File: config.mk
export PLATFORM = sky130hd
export DESIGN_NAME = salamander_cpubus_driver
export DESIGN_NICKNAME = d
export VERILOG_FILES = /design/src/rtl/salamander_bus_pkg.sv /design/src/rtl/salamander_cpubus_driver.sv
export SDC_FILE = /design/constraint.sdc
export NUM_CORES = 1
export LEC_CHECK = 0
export BUFFER_PORTS_ARGS = -buffer_cell sky130_fd_sc_hd__buf_2
export CAP_MARGIN = 5
export CORE_MARGIN = 4
export CORE_UTILIZATION = 55
export CTS_BUF_LIST = sky130_fd_sc_hd__clkbuf_16
export DETAILED_ROUTE_END_ITERATION = 8
export PLACE_DENSITY = 0.91
export SETUP_SLACK_MARGIN = 0.02
export SYNTH_ARGS = -nofsm -noshare
export SYNTH_HDL_FRONTEND = slang
export SYNTH_SLANG_ARGS = --single-unit
File: constraint.sdc
create_clock -name i_EMU_MCLK -period 2.6 [get_ports i_EMU_MCLK]
set_input_delay 0.26 -clock i_EMU_MCLK [delete_from_list [all_inputs] [get_ports i_EMU_MCLK]]
set_output_delay 0.26 -clock i_EMU_MCLK [all_outputs]
set_load 0.05 [all_outputs]
File: src/rtl/salamander_bus_pkg.sv
// rtl/salamander_bus_pkg.sv - shared types and helpers for the Salamander CPU-port bus driver
package salamander_bus_pkg;

  typedef enum logic [1:0] {
    OP_WRITE    = 2'd0,
    OP_READ     = 2'd1,
    OP_WAIT_VBL = 2'd2,
    OP_SET_FLIP = 2'd3
  } op_e;

  typedef enum logic [2:0] {
    SEL_VZCS   = 3'd0,
    SEL_VCS1   = 3'd1,
    SEL_VCS2   = 3'd2,
    SEL_CHACS  = 3'd3,
    SEL_OBJRAM = 3'd4
  } sel_e;

  typedef enum logic [3:0] {
    ST_IDLE     = 4'd0,
    ST_S0       = 4'd1,
    ST_S1       = 4'd2,
    ST_S2       = 4'd3,
    ST_S3       = 4'd4,
    ST_S4       = 4'd5,
    ST_S5       = 4'd6,
    ST_S6       = 4'd7,
    ST_S7       = 4'd8,
    ST_SW       = 4'd9,
    ST_VWAIT_HI = 4'd10,
    ST_VWAIT_LO = 4'd11,
    ST_RESP     = 4'd12
  } bus_state_e;

  localparam int NUM_CS = 5;

  function automatic logic sel_legal(input logic [2:0] sel);
    return sel <= 3'(SEL_OBJRAM);
  endfunction

  // One-hot, active-high; bit order matches {OBJRAM,CHACS,VCS2,VCS1,VZCS}.
  function automatic logic [NUM_CS-1:0] sel_to_cs(input logic [2:0] sel);
    logic [NUM_CS-1:0] oh;
    oh = '0;
    case (sel)
      3'(SEL_VZCS):   oh = 5'b00001;
      3'(SEL_VCS1):   oh = 5'b00010;
      3'(SEL_VCS2):   oh = 5'b00100;
      3'(SEL_CHACS):  oh = 5'b01000;
      3'(SEL_OBJRAM): oh = 5'b10000;
      default:        oh = 5'b00000;
    endcase
    return oh;
  endfunction

  function automatic logic [15:0] mask_read(input logic [15:0] din, input logic [1:0] be_n);
    return {be_n[1] ? 8'h00 : din[15:8], be_n[0] ? 8'h00 : din[7:0]};
  endfunction

endpackage

File: src/rtl/salamander_cpubus_driver.sv
// rtl/salamander_cpubus_driver.sv - command-driven 68000-style bus initiator for the video board CPU port
module salamander_cpubus_driver
  import salamander_bus_pkg::*;
#(
  parameter int          WAIT_STATES = 0,
  parameter logic [19:0] VBL_TIMEOUT = 20'hFFFFF
) (
  input  logic        i_EMU_MCLK,
  input  logic        i_MRST_n,
  input  logic        i_EMU_CLK9MPCEN_n,
  input  logic        i_EMU_CLK9MNCEN_n,
  input  logic        i_CMD_VALID,
  output logic        o_CMD_READY,
  input  logic [1:0]  i_CMD_OP,
  input  logic [2:0]  i_CMD_SEL,
  input  logic [14:0] i_CMD_ADDR,
  input  logic [15:0] i_CMD_DATA,
  input  logic [1:0]  i_CMD_BE_n,
  output logic        o_RSP_VALID,
  output logic [15:0] o_RSP_DATA,
  output logic        o_RSP_ERR,
  output logic [14:0] o_CPU_ADDR,
  input  logic [15:0] i_CPU_DIN,
  output logic [15:0] o_CPU_DOUT,
  output logic        o_CPU_RW,
  output logic        o_CPU_UDS_n,
  output logic        o_CPU_LDS_n,
  output logic        o_VZCS_n,
  output logic        o_VCS1_n,
  output logic        o_VCS2_n,
  output logic        o_CHACS_n,
  output logic        o_OBJRAM_n,
  output logic        o_HFLIP,
  output logic        o_VFLIP,
  input  logic        i_VBLANK_n
);

  logic pcen;
  logic ncen;
  assign pcen = ~i_EMU_CLK9MPCEN_n;
  assign ncen = ~i_EMU_CLK9MNCEN_n;

  bus_state_e        state;
  op_e               op_q;
  logic [2:0]        sel_q;
  logic [14:0]       addr_q;
  logic [15:0]       data_q;
  logic [1:0]        be_q;
  logic [2:0]        wait_cnt;
  logic [19:0]       vbl_cnt;
  logic [NUM_CS-1:0] cs_n;

  assign o_VZCS_n   = cs_n[0];
  assign o_VCS1_n   = cs_n[1];
  assign o_VCS2_n   = cs_n[2];
  assign o_CHACS_n  = cs_n[3];
  assign o_OBJRAM_n = cs_n[4];

  always_ff @(posedge i_EMU_MCLK or negedge i_MRST_n) begin
    if (!i_MRST_n) begin
      state       <= ST_IDLE;
      op_q        <= OP_WRITE;
      sel_q       <= '0;
      addr_q      <= '0;
      data_q      <= '0;
      be_q        <= 2'b11;
      wait_cnt    <= '0;
      vbl_cnt     <= '0;
      o_CMD_READY <= 1'b0;
      o_RSP_VALID <= 1'b0;
      o_RSP_DATA  <= 16'h0000;
      o_RSP_ERR   <= 1'b0;
      o_CPU_ADDR  <= '0;
      o_CPU_DOUT  <= 16'hFFFF;
      o_CPU_RW    <= 1'b1;
      o_CPU_UDS_n <= 1'b1;
      o_CPU_LDS_n <= 1'b1;
      cs_n        <= '1;
      o_HFLIP     <= 1'b0;
      o_VFLIP     <= 1'b0;
    end else begin
      o_RSP_VALID <= 1'b0;
      case (state)
        ST_IDLE: begin
          if (!o_CMD_READY) begin
            o_CMD_READY <= 1'b1;
          end else if (i_CMD_VALID) begin
            o_CMD_READY <= 1'b0;
            op_q        <= op_e'(i_CMD_OP);
            sel_q       <= i_CMD_SEL;
            addr_q      <= i_CMD_ADDR;
            data_q      <= i_CMD_DATA;
            be_q        <= i_CMD_BE_n;
            o_RSP_DATA  <= 16'h0000;
            o_RSP_ERR   <= 1'b0;
            case (op_e'(i_CMD_OP))
              OP_WRITE, OP_READ: begin
                // Malformed bus requests are answered without touching the bus.
                if (!sel_legal(i_CMD_SEL) || i_CMD_BE_n == 2'b11) begin
                  state       <= ST_RESP;
                  o_RSP_VALID <= 1'b1;
                  o_RSP_ERR   <= 1'b1;
                end else begin
                  state    <= ST_S0;
                  o_CPU_RW <= (op_e'(i_CMD_OP) == OP_READ);
                end
              end
              OP_WAIT_VBL: begin
                state   <= ST_VWAIT_HI;
                vbl_cnt <= '0;
              end
              default: begin
                state       <= ST_RESP;
                o_RSP_VALID <= 1'b1;
                o_HFLIP     <= i_CMD_DATA[0];
                o_VFLIP     <= i_CMD_DATA[1];
              end
            endcase
          end
        end

        ST_S0: if (pcen) begin
          state      <= ST_S1;
          o_CPU_ADDR <= addr_q;
        end

        ST_S1: if (ncen) begin
          state <= ST_S2;
          cs_n  <= ~sel_to_cs(sel_q);
          if (op_q == OP_READ) begin
            o_CPU_UDS_n <= be_q[1];
            o_CPU_LDS_n <= be_q[0];
          end
        end

        ST_S2: if (pcen) begin
          state <= ST_S3;
          if (op_q == OP_WRITE) o_CPU_DOUT <= data_q;
        end

        ST_S3: if (ncen) begin
          state <= ST_S4;
          if (op_q == OP_WRITE) begin
            o_CPU_UDS_n <= be_q[1];
            o_CPU_LDS_n <= be_q[0];
          end
        end

        ST_S4: if (pcen) begin
          if (WAIT_STATES > 0) begin
            state    <= ST_SW;
            wait_cnt <= '0;
          end else begin
            state <= ST_S5;
          end
        end

        // Each wait state spans one full 9M period (PCEN to PCEN).
        ST_SW: if (pcen) begin
          if (wait_cnt == 3'(WAIT_STATES - 1)) state <= ST_S5;
          else wait_cnt <= wait_cnt + 3'd1;
        end

        ST_S5: if (ncen) state <= ST_S6;

        ST_S6: if (pcen) begin
          state       <= ST_S7;
          cs_n        <= '1;
          o_CPU_UDS_n <= 1'b1;
          o_CPU_LDS_n <= 1'b1;
          if (op_q == OP_READ) o_RSP_DATA <= mask_read(i_CPU_DIN, be_q);
        end

        ST_S7: if (ncen) begin
          state       <= ST_RESP;
          o_RSP_VALID <= 1'b1;
          o_CPU_DOUT  <= 16'hFFFF;
          o_CPU_RW    <= 1'b1;
        end

        ST_VWAIT_HI, ST_VWAIT_LO: begin
          if (state == ST_VWAIT_LO && !i_VBLANK_n) begin
            state       <= ST_RESP;
            o_RSP_VALID <= 1'b1;
          end else if (vbl_cnt == VBL_TIMEOUT) begin
            state       <= ST_RESP;
            o_RSP_VALID <= 1'b1;
            o_RSP_ERR   <= 1'b1;
          end else begin
            vbl_cnt <= vbl_cnt + 20'd1;
            if (state == ST_VWAIT_HI && i_VBLANK_n) state <= ST_VWAIT_LO;
          end
        end

        ST_RESP: begin
          state       <= ST_IDLE;
          o_CMD_READY <= 1'b1;
        end

        default: state <= ST_IDLE;
      endcase
    end
  end

endmodule

==> impl_metrics.py, run 1 <==
metrics = {
    "logic_synthesis": {
        "synth-edff-count": 0,
        "synth_compound_area_share_pct": 11.58,
        "ys_warn_count": 0,
        "synthTopCellsByCount": "184 x nand2_1, 99 x dfrtp_1, 43 x o21ai_0",
        "synth_top_area_cell": "dfrtp_1",
        "ys_ff_latch": 125,
        "synth-seq-area-share_pct": 53.95,
        "yosys-top-cells-area": "dfrtp_1 42%, nand2_1 12%, dfstp_2 12%",
        "syn_avg_cell_area_um2": 9.635,
        "synthArstFlopShare_pct": 100.0,
        "synthMuxAreaShare_pct": 5.809,
        "synth_simple_gate_area_share_pct": 24.13,
        "synth_top_family_by_area": "simple AND/OR/NAND/NOR gates",
        "synth_top_area_share_pct": 42.29,
        "synth_most_common_cell": "nand2_1",
        "synth_xor_xnor_area_share_pct": 0.4485,
        "netlist-cell-type-count": 65,
        "ys.flop_type": "dfrtp_1",
        "synth.cell_area_mm2": 0.005858,
        "synth_fa_ha_area_share_pct": 0.6408,
        "syn-num-nets": 671,
        "syn_inst": 608,
    },
    "route": {
        "drtPass1Iterations": 5,
        "totalWireLength_um": 14420,
        "drt_iter0_drc": 382,
        "drc_errors": 0,
        "wl_per_cell_um": 16.40,
        "vias_per_cell": 5.634,
        "num_vias": 4952,
        "ant_nets": 0,
    },
    "place": {
        "gp_congestion": 0.8931,
        "portBuffers": 119,
        "dp_cells": 845,
        "dp_hpwl_um": 9581,
    },
    "global_routing": {
        "gr-usage-met1_pct": 31.89,
        "overflow": 0,
        "use_met3_pct": 6.059,
        "grt_pass1_wl_um": 24660,
        "antenna_found_initial": 0,
        "track_usage_pct": 24.09,
        "grtUsageMet2_pct": 39.16,
        "grt_pass1_vias": 5073,
        "busiest_layer": "met2",
        "grt_max_degree": 58,
    },
    "run_status": {
        "status": "completed",
    },
    "sta": {
        "tns_ns": 0,
        "rsz0062_at_grt": "no",
        "finClkSkew_ns": 0.02102,
        "relSlewSlack_pct": 58.55,
        "slew_violations": 0,
        "setup_viol": 0,
        "finalCritPeriodShare_pct": 90.75,
        "fmax_mhz": 423.8,
        "hold_viol_final": 0,
        "period_needed_ns": 2.360,
        "tightest_slew_ns": 0.6180,
    },
    "setup_path": {
        "criticalPathCategory": "reg2reg",
        "r2r_setup_slack_ns": 0.24,
        "cp.arrival_ns": 2.64,
        "critPathMaxFanout": 20,
        "end_kind": "register",
        "startpoint_type": "register",
        "cp.required_ns": 2.88,
    },
    "clock_tree": {
        "root_buffer": "clkbuf_16",
        "clk_path_buf_depth": 2,
        "numCtsBuffers": 17,
        "ctsHtreeMaxLevel": 4,
        "cts_tree": "yes",
        "cts_sinks": 125,
        "path_clk_slew_ns": 0.06,
        "clk_latency_ns": 0.42,
    },
    "min_path": {
        "hold_path_class": "in2reg",
    },
    "power": {
        "p_leak_nw": 3.541,
        "design_power_total_mw": 9.094,
        "vdd_drop_max_mv": 0.8234,
        "power_density_mw_per_mm2": 1260,
    },
    "finish": {
        "fin_cells": 879,
        "syn_to_final_growth_pct": 23.20,
        "antennaDiodeCount": 0,
        "drive_above_1_share_pct": 30.69,
        "nFillCells": 785,
        "nNetsFinal": 793,
    },
    "die": {
        "die-width_um": 111.2,
        "core_mm2": 0.01037,
        "fp.dieArea_mm2": 0.01237,
        "rows": 37,
        "initial_core_util_pct": 56.49,
        "fp.dieH_um": 111.2,
        "io_pins": 120,
    },
    "run": {
        "max_cap_violations": 0,
    },
}
==> placed cells by master, fill, tap and decap left out, types with 3 or more instances in the layout <==
| cell type | synthesis | routed |
|---|---|---|
| o21ai_0 | 43 | 43 |
| nand3b_1 | 6 | 6 |
| nand2b_1 | 11 | 11 |
| a31oi_1 | 6 | 5 |
| inv_6 | 0 | 6 |
| nand2_1 | 184 | 184 |
| nand4_1 | 8 | 8 |
| o31ai_1 | 5 | 5 |
| dfrtp_1 | 99 | 99 |
| nor2_1 | 35 | 35 |
| or3_1 | 3 | 3 |
| ha_1 | 3 | 3 |
| mux2_2 | 24 | 24 |
| bufinv_16 | 0 | 3 |
| nor2b_1 | 5 | 4 |
| clkinv_4 | 0 | 3 |
| clkbuf_16 | 0 | 17 |
| inv_1 | 11 | 12 |
| dfstp_2 | 26 | 26 |
| nor4_1 | 8 | 8 |
| nand3_1 | 13 | 13 |
| a21oi_1 | 16 | 16 |
| o21a_1 | 4 | 4 |
| nor3_1 | 6 | 6 |
| and3_1 | 4 | 4 |
| buf_2 | 8 | 118 |
| buf_4 | 1 | 12 |
| or4_1 | 8 | 8 |
| mux2i_1 | 7 | 7 |
==> worst max-delay path: stages, from the launching register on <==
cell     delay, ns
dfrtp_1       0.56
nor4_4        0.49
a21o_4        0.21
nand2_2       0.21
or4_1         0.61
mux2i_1       0.14
==> layer usage <==
layer	wire [um]	part of all wire (%)
met3	1041	7.2
met4	102	0.71
met1	6004	42
met2	7268	50
met5	0	0
==> state kept, by name, indices dropped and copies added, names as in the netlist, 4 cells and up <==
name and flops:
addr_q 15, state 4, o_CPU_DOUT 16, vbl_cnt 20, o_CPU_ADDR 15, cs_n 5, data_q 16, o_RSP_DATA 16
==> cell type report <==
class                      instances  area [um2]  share of cell area, %
clock buffer                      17       425.4                  5.895
multi-input combinational        442        2511                  34.80
tap                              136       170.2                  2.358
timing repair buffer             133       725.7                  10.06
inverter                          11       41.29                 0.5721
clock inverter                    15       182.7                  2.531
sequential                       125        3161                  43.79
==> cell families (layout without fill, tap and decap cells) <==
kind of cell / after synthesis / after routing
buf+inv: 41 / 176
fa+ha+maj: 3 / 3
compound gates: 102 / 102
flops: 125 / 125
mux: 31 / 31
simple gates: 303 / 303
xor+xnor: 3 / 3
==> stage by stage <==
step                      utilization (%)  cell area (um2)  hold slack, ns  setup WS, ns
after floorplan                         -             5858        -0.03559        0.5800
after CTS                           69.44             7201         0.02544        0.2028
after detailed placement            63.48             6583          0.3076        0.2554
after global routing                69.59             7217         0.04010       0.06481
final                               69.59             7217         0.03113        0.2404
after global placement              63.48             6583          0.2934        0.3781
==> power by group <==
group / switching, mW / internal, mW / leakage [nW]
sequential: 0.450 / 2.71 / 1.59
clock: 0.915 / 1.52 / 0.305
combinational: 2.46 / 1.04 / 1.65
==> path summary, 6_finish.rpt <==
path,from,end,cells after the start
min in group asynchronous,i_MRST_n,data_q[4],2
max in group asynchronous,i_MRST_n,cs_n[3],3
setup reg to reg,state[3],vbl_cnt[17],5
setup / recovery,state[3],vbl_cnt[17],5
hold reg to reg,addr_q[0],addr_q[0],2
hold / removal,i_CMD_ADDR[8],addr_q[8],3
==> repair_timing <==
item	in CTS	in global routing
setup buffers	0	0
hold endpoints to repair	30	0
endpoints found under the setup margin	0	1
hold buffers	1	0
gates resized for setup	0	1
Note: power is estimated with default switching activity, not from simulation.
==> run 2: changes to the inputs <==
==> constraint.sdc (replaced) <==
create_clock -name i_EMU_MCLK -period 2.6 [get_ports i_EMU_MCLK]
set_input_delay 0 -clock i_EMU_MCLK [delete_from_list [all_inputs] [get_ports i_EMU_MCLK]]
set_output_delay 0 -clock i_EMU_MCLK [all_outputs]
set_load 0.05 [all_outputs]
==> run 2 against run 1 <==
Clock skew decreased by 0.012 ns. Power rose by 2.2%. Count of clock-buffer cells in the layout unchanged. Critical path depth is the same. Die area did not move. Hold slack improved by 0.042 ns. Largest cell class unchanged. Largest power group unchanged. Clock power is essentially flat. Sequential share of layout area down 3.1 points. Sequential power is 1% higher.
==> impl_metrics.py, run 2 (synthesized netlist as in run 1, its figures left out) <==
metrics = {
    "place": {
        "dp_hpwl_um": 9924,
        "portBuffers": 119,
        "placed_area_mm2": 0.006590,
        "gp_congestion": 0.9326,
    },
    "finish": {
        "final_cell_mix": "184 x nand2_1, 118 x buf_2, 99 x dfrtp_1",
        "syn_to_final_growth_pct": 32.68,
        "largest_reg_flops": 20,
        "final_common_cell": "nand2_1",
        "nFillCells": 639,
        "drive_above_1_share_pct": 28.29,
        "final_area_mm2": 0.007772,
        "top_register": "vbl_cnt",
        "nNetsFinal": 849,
    },
    "sta": {
        "finalCritPeriodShare_pct": 93.09,
        "fmax_mhz": 413.2,
        "tns_ns": 0,
        "hold_viol_final": 0,
        "period_needed_ns": 2.420,
        "finClkSkew_ns": 0.009412,
        "tightest_slew_ns": 0.6725,
        "relSlewSlack_pct": 55.16,
        "slew_violations": 0,
        "rsz0062_at_grt": "no",
        "setup_viol": 0,
    },
    "setup_path": {
        "cp.arrival_ns": 2.74,
        "r2r_setup_slack_ns": 0.18,
        "end_kind": "register",
        "cp.required_ns": 2.92,
        "critPathMaxFanout": 20,
        "startpoint_type": "register",
        "criticalPathCategory": "reg2reg",
    },
    "global_routing": {
        "track_usage_pct": 27.87,
        "grt_pass1_wl_um": 28040,
        "grt_max_degree": 56,
        "grtUsageMet2_pct": 47.53,
        "grt_pass1_vias": 5736,
        "gr-usage-met1_pct": 33.19,
        "overflow": 0,
        "use_met3_pct": 8.734,
        "antenna_found_initial": 1,
        "busiest_layer": "met2",
    },
    "power": {
        "clkPwrFrac_pct": 26.4,
        "switching_share_pct": 42.03,
        "intPower_mw": 5.391,
        "power_density_mw_per_mm2": 1196,
        "combPwrFrac_pct": 39.2,
        "vdd_drop_max_mv": 0.8042,
        "p_seq_share_pct": 34.4,
        "p_leak_nw": 3.776,
        "power.switching_mw": 3.908,
    },
    "die": {
        "fp.dieArea_mm2": 0.01237,
        "io_pins": 120,
        "fp.dieH_um": 111.2,
        "die-width_um": 111.2,
        "initial_core_util_pct": 56.49,
        "core_mm2": 0.01037,
        "rows": 37,
    },
    "route": {
        "num_vias": 5511,
        "wl_per_cell_um": 18.06,
        "vias_per_cell": 5.888,
        "drc_errors": 0,
        "ant_nets": 0,
        "drt_iter0_drc": 597,
        "drtPass1Iterations": 7,
        "totalWireLength_um": 16910,
    },
    "clock_tree": {
        "clk_path_buf_depth": 2,
        "cts_tree": "yes",
        "cts_setup_buffers": 0,
        "path_clk_slew_ns": 0.06,
        "cts_sinks": 125,
        "numCtsBuffers": 17,
        "root_buffer": "clkbuf_16",
        "clk_latency_ns": 0.41,
        "ctsHtreeMaxLevel": 4,
    },
    "run": {
        "max_cap_violations": 0,
    },
    "run_status": {
        "status": "completed",
    },
    "min_path": {
        "hold_path_class": "in2reg",
    },
}
==> run 2: power by group through the flow <==
stage	clock [mW]	combinational (mW)	sequential, mW
floorplan	0	1.64	4.15
global placement	0	3.35	3.12
detailed placement	0	3.45	3.18
CTS	2.45	3.56	3.16
global route	2.57	3.92	3.26
finish	2.45	3.65	3.20
==> run 2: path summary, 6_finish.rpt <==
| check | start | end | cells after the start |
|---|---|---|---|
| worst min register to register | o_CPU_DOUT[2] | o_CPU_DOUT[2] | 2 |
| min in group asynchronous | i_MRST_n | vbl_cnt[8] | 2 |
| worst max register to register | state[3] | vbl_cnt[17] | 5 |
| worst min-delay path | i_EMU_CLK9MNCEN_n | o_CPU_RW | 4 |
| max in group asynchronous | i_MRST_n | cs_n[3] | 3 |
| worst max-delay path | state[3] | vbl_cnt[17] | 5 |
==> run 2: layout make-up <==
type / count / area (um2) / area share [%]
Sequential cell: 125 / 3161 / 40.66
Multi-Input combinational cell: 442 / 2511 / 32.31
Timing Repair Buffer: 189 / 1284 / 16.52
Clock buffer: 17 / 425.4 / 5.473
Clock inverter: 15 / 177.7 / 2.286
Tap cell: 136 / 170.2 / 2.189
Inverter: 11 / 41.29 / 0.5312
Antenna cell: 1 / 2.502 / 0.03220
==> run 2: stage by stage <==
step | hold WS, ns | power (mW) | std cells | setup WS, ns | utilization [%]
2_1_floorplan | -0.2956 | 5.792 | 608 | 0.5800 | -
3_3_place_gp | 0.05997 | 6.470 | 846 | 0.4045 | 63.55
3_5_place_dp | 0.07198 | 6.628 | 846 | 0.1639 | 63.55
4_1_cts | 0.05033 | 9.172 | 934 | 0.1323 | 74.77
5_1_grt | 0.1117 | 9.750 | 936 | 0.03918 | 74.95
6_report | 0.07336 | 9.299 | 936 | 0.1798 | 74.95
==> run 2: worst max-delay path: stages (launching register included) <==
cell and delay [ns]:
dfrtp_1 0.58, nor4_4 0.49, a21o_4 0.22, nand2_2 0.23, or4_1 0.62, mux2i_1 0.19
==> run 2: metal layers <==
layer  vias to the layer above  part of all wire (%)
met2                       324                    50
met5                         -                     0
li1                       2459                     -
met1                      2671                    38
met4                         0                   2.9
met3                        57                   8.9
==> run 2: what timing repair did <==
item / in CTS / in global routing
endpoints found under the setup margin: 0 / 16
resized for setup: 0 / 1
hold buffers: 56 / 0
hold endpoints to repair: 100 / 0
==> run 3: changes to the inputs <==
==> constraint.sdc (replaced) <==
create_clock -name i_EMU_MCLK -period 2.7 [get_ports i_EMU_MCLK]
set_input_delay 0 -clock i_EMU_MCLK [delete_from_list [all_inputs] [get_ports i_EMU_MCLK]]
set_output_delay 0 -clock i_EMU_MCLK [all_outputs]
set_load 0.05 [all_outputs]
==> run 3 against run 2 <==
Combinational power down 3%. Final cell count increased by 0.21%. Sequential power shrank 3%. Maximum frequency is 5.3% higher. Register-to-register slack improved by 0.22 ns. Setup slack better by 0.22 ns. Global-route usage rose by 0.98 points. Sequential share of layout area about the same. First-iteration DRC count increased by 10%. Hold slack worse by 0.013 ns. Count of clock-buffer cells in the layout unchanged. Critical path depth unchanged. Critical path type unchanged. Critical endpoint unchanged.
==> impl_metrics.py, run 3 (synthesized netlist as in run 1, its figures left out) <==
metrics = {
    "run_status": {
        "status": "completed",
    },
    "setup_path": {
        "worst_setup_path_startpoint": "state[3]",
        "criticalPathCategory": "reg2reg",
        "cp.required_ns": 2.99,
        "startpoint_type": "register",
        "critPathMaxFanout": 20,
        "end_kind": "register",
        "cp.arrival_ns": 2.59,
        "reg2reg_from": "state[3]",
    },
    "finish": {
        "final_cell_mix": "184 x nand2_1, 118 x buf_2, 99 x dfrtp_1",
        "antennaDiodeCount": 0,
        "nNetsFinal": 852,
        "top_register": "vbl_cnt",
        "largest_reg_flops": 20,
        "syn_to_final_growth_pct": 32.76,
        "drive_above_1_share_pct": 28.55,
        "final_common_cell": "nand2_1",
        "nFillCells": 622,
        "utilization_pct": 75.00,
    },
    "die": {
        "io_pins": 120,
        "fp.dieH_um": 111.2,
        "die-width_um": 111.2,
        "fp.dieArea_mm2": 0.01237,
        "core_mm2": 0.01037,
        "rows": 37,
        "initial_core_util_pct": 56.49,
    },
    "min_path": {
        "hold_path_class": "in2async",
    },
    "sta": {
        "period_needed_ns": 2.298,
        "tns_ns": 0,
        "setup_viol": 0,
        "finalCritPeriodShare_pct": 85.10,
        "relSlewSlack_pct": 58.67,
        "slew_violations": 0,
        "hold_viol_final": 0,
        "fmax_mhz": 435.2,
        "rsz0062_at_grt": "no",
        "finClkSkew_ns": 0.01731,
        "tightest_slew_ns": 0.6176,
    },
    "place": {
        "portBuffers": 119,
        "dp_hpwl_um": 10290,
        "gp_congestion": 0.8989,
    },
    "route": {
        "ant_nets": 0,
        "drt_iter0_drc": 659,
        "wl_per_cell_um": 18.56,
        "totalWireLength_um": 17410,
        "drc_errors": 0,
        "vias_per_cell": 5.996,
        "num_vias": 5624,
        "drtPass1Iterations": 5,
    },
    "clock_tree": {
        "clk_latency_ns": 0.42,
        "root_buffer": "clkbuf_16",
        "ctsHtreeMaxLevel": 4,
        "path_clk_slew_ns": 0.06,
        "cts_tree": "yes",
        "cts_sinks": 125,
        "clk_path_buf_depth": 2,
        "cts_setup_buffers": 0,
        "numCtsBuffers": 17,
    },
    "global_routing": {
        "track_usage_pct": 28.85,
        "antenna_found_initial": 0,
        "overflow": 0,
        "grt_pass1_wl_um": 28880,
        "grt_pass1_vias": 5804,
        "grt_max_degree": 62,
    },
    "power": {
        "power_density_mw_per_mm2": 1149,
        "vdd_drop_max_mv": 0.8726,
        "p_leak_nw": 3.776,
    },
    "run": {
        "max_cap_violations": 0,
    },
}
[run 3: what timing repair did]
action	in CTS	in global routing
endpoints found under the hold margin	140	0
hold buffers	56	0
resized for setup	0	0
[run 3: per-layer routing]
layer / routed length, um / vias up / GRT usage [%]
met4: 441 / 0 / 10.71
met5: 0 / - / 0
met3: 1516 / 56 / 8.897
li1: - / 2465 / -
met2: 8868 / 342 / 48.93
met1: 6578 / 2761 / 34.55
[run 3: power breakdown]
| part | internal (mW) | total [mW] | switching, mW |
|---|---|---|---|
| combinational | 1.07 | 3.53 | 2.46 |
| clock | 1.45 | 2.32 | 0.871 |
| sequential | 2.61 | 3.09 | 0.478 |
| total | 5.13 | 8.94 | 3.81 |
[run 3: area by class of cell]
cell class	count	area (um2)	share of cell area [%]
tap	136	170.2	2.188
inverter	11	41.29	0.5309
clock buffer	17	425.4	5.470
clock inverter	15	171.4	2.204
multi-input combinational	442	2510	32.27
timing repair buffer	192	1299	16.70
sequential	125	3161	40.64
[run 3: stage by stage]
stage / worst slack (ns) / cells / power [mW] / cell area (um2) / hold WS (ns)
after detailed placement: 0.4428 / 850 / 6.413 / 6620 / -0.04353
after global routing: 0.2493 / 938 / 9.362 / 7777 / 0.07798
after CTS: 0.4359 / 938 / 8.819 / 7777 / 0.05998
after global placement: 0.5391 / 850 / 6.257 / 6620 / -0.04464
final: 0.4023 / 938 / 8.935 / 7777 / 0.06006
after floorplan: 0.6800 / 608 / 5.577 / 5858 / -0.2956
[run 3: worst paths after layout]
| check | cells after the start | to | slack [ns] |
|---|---|---|---|
| max | 5 | vbl_cnt[17] | 0.40 |
| min in group i_EMU_MCLK | 4 | o_RSP_VALID | 0.13 |
| max in group asynchronous | 3 | o_CPU_DOUT[0] | 1.83 |
| min | 2 | vbl_cnt[12] | 0.06 |
| max reg2reg | 5 | vbl_cnt[17] | 0.40 |
| min reg2reg | 2 | addr_q[3] | 0.48 |
[run 3: critical path, cell delays in order (launching register included)]
cell and delay, ns:
dfrtp_1 0.53, nor4_4 0.46, a21o_4 0.21, nand2_2 0.22, or4_1 0.61, mux2i_1 0.14
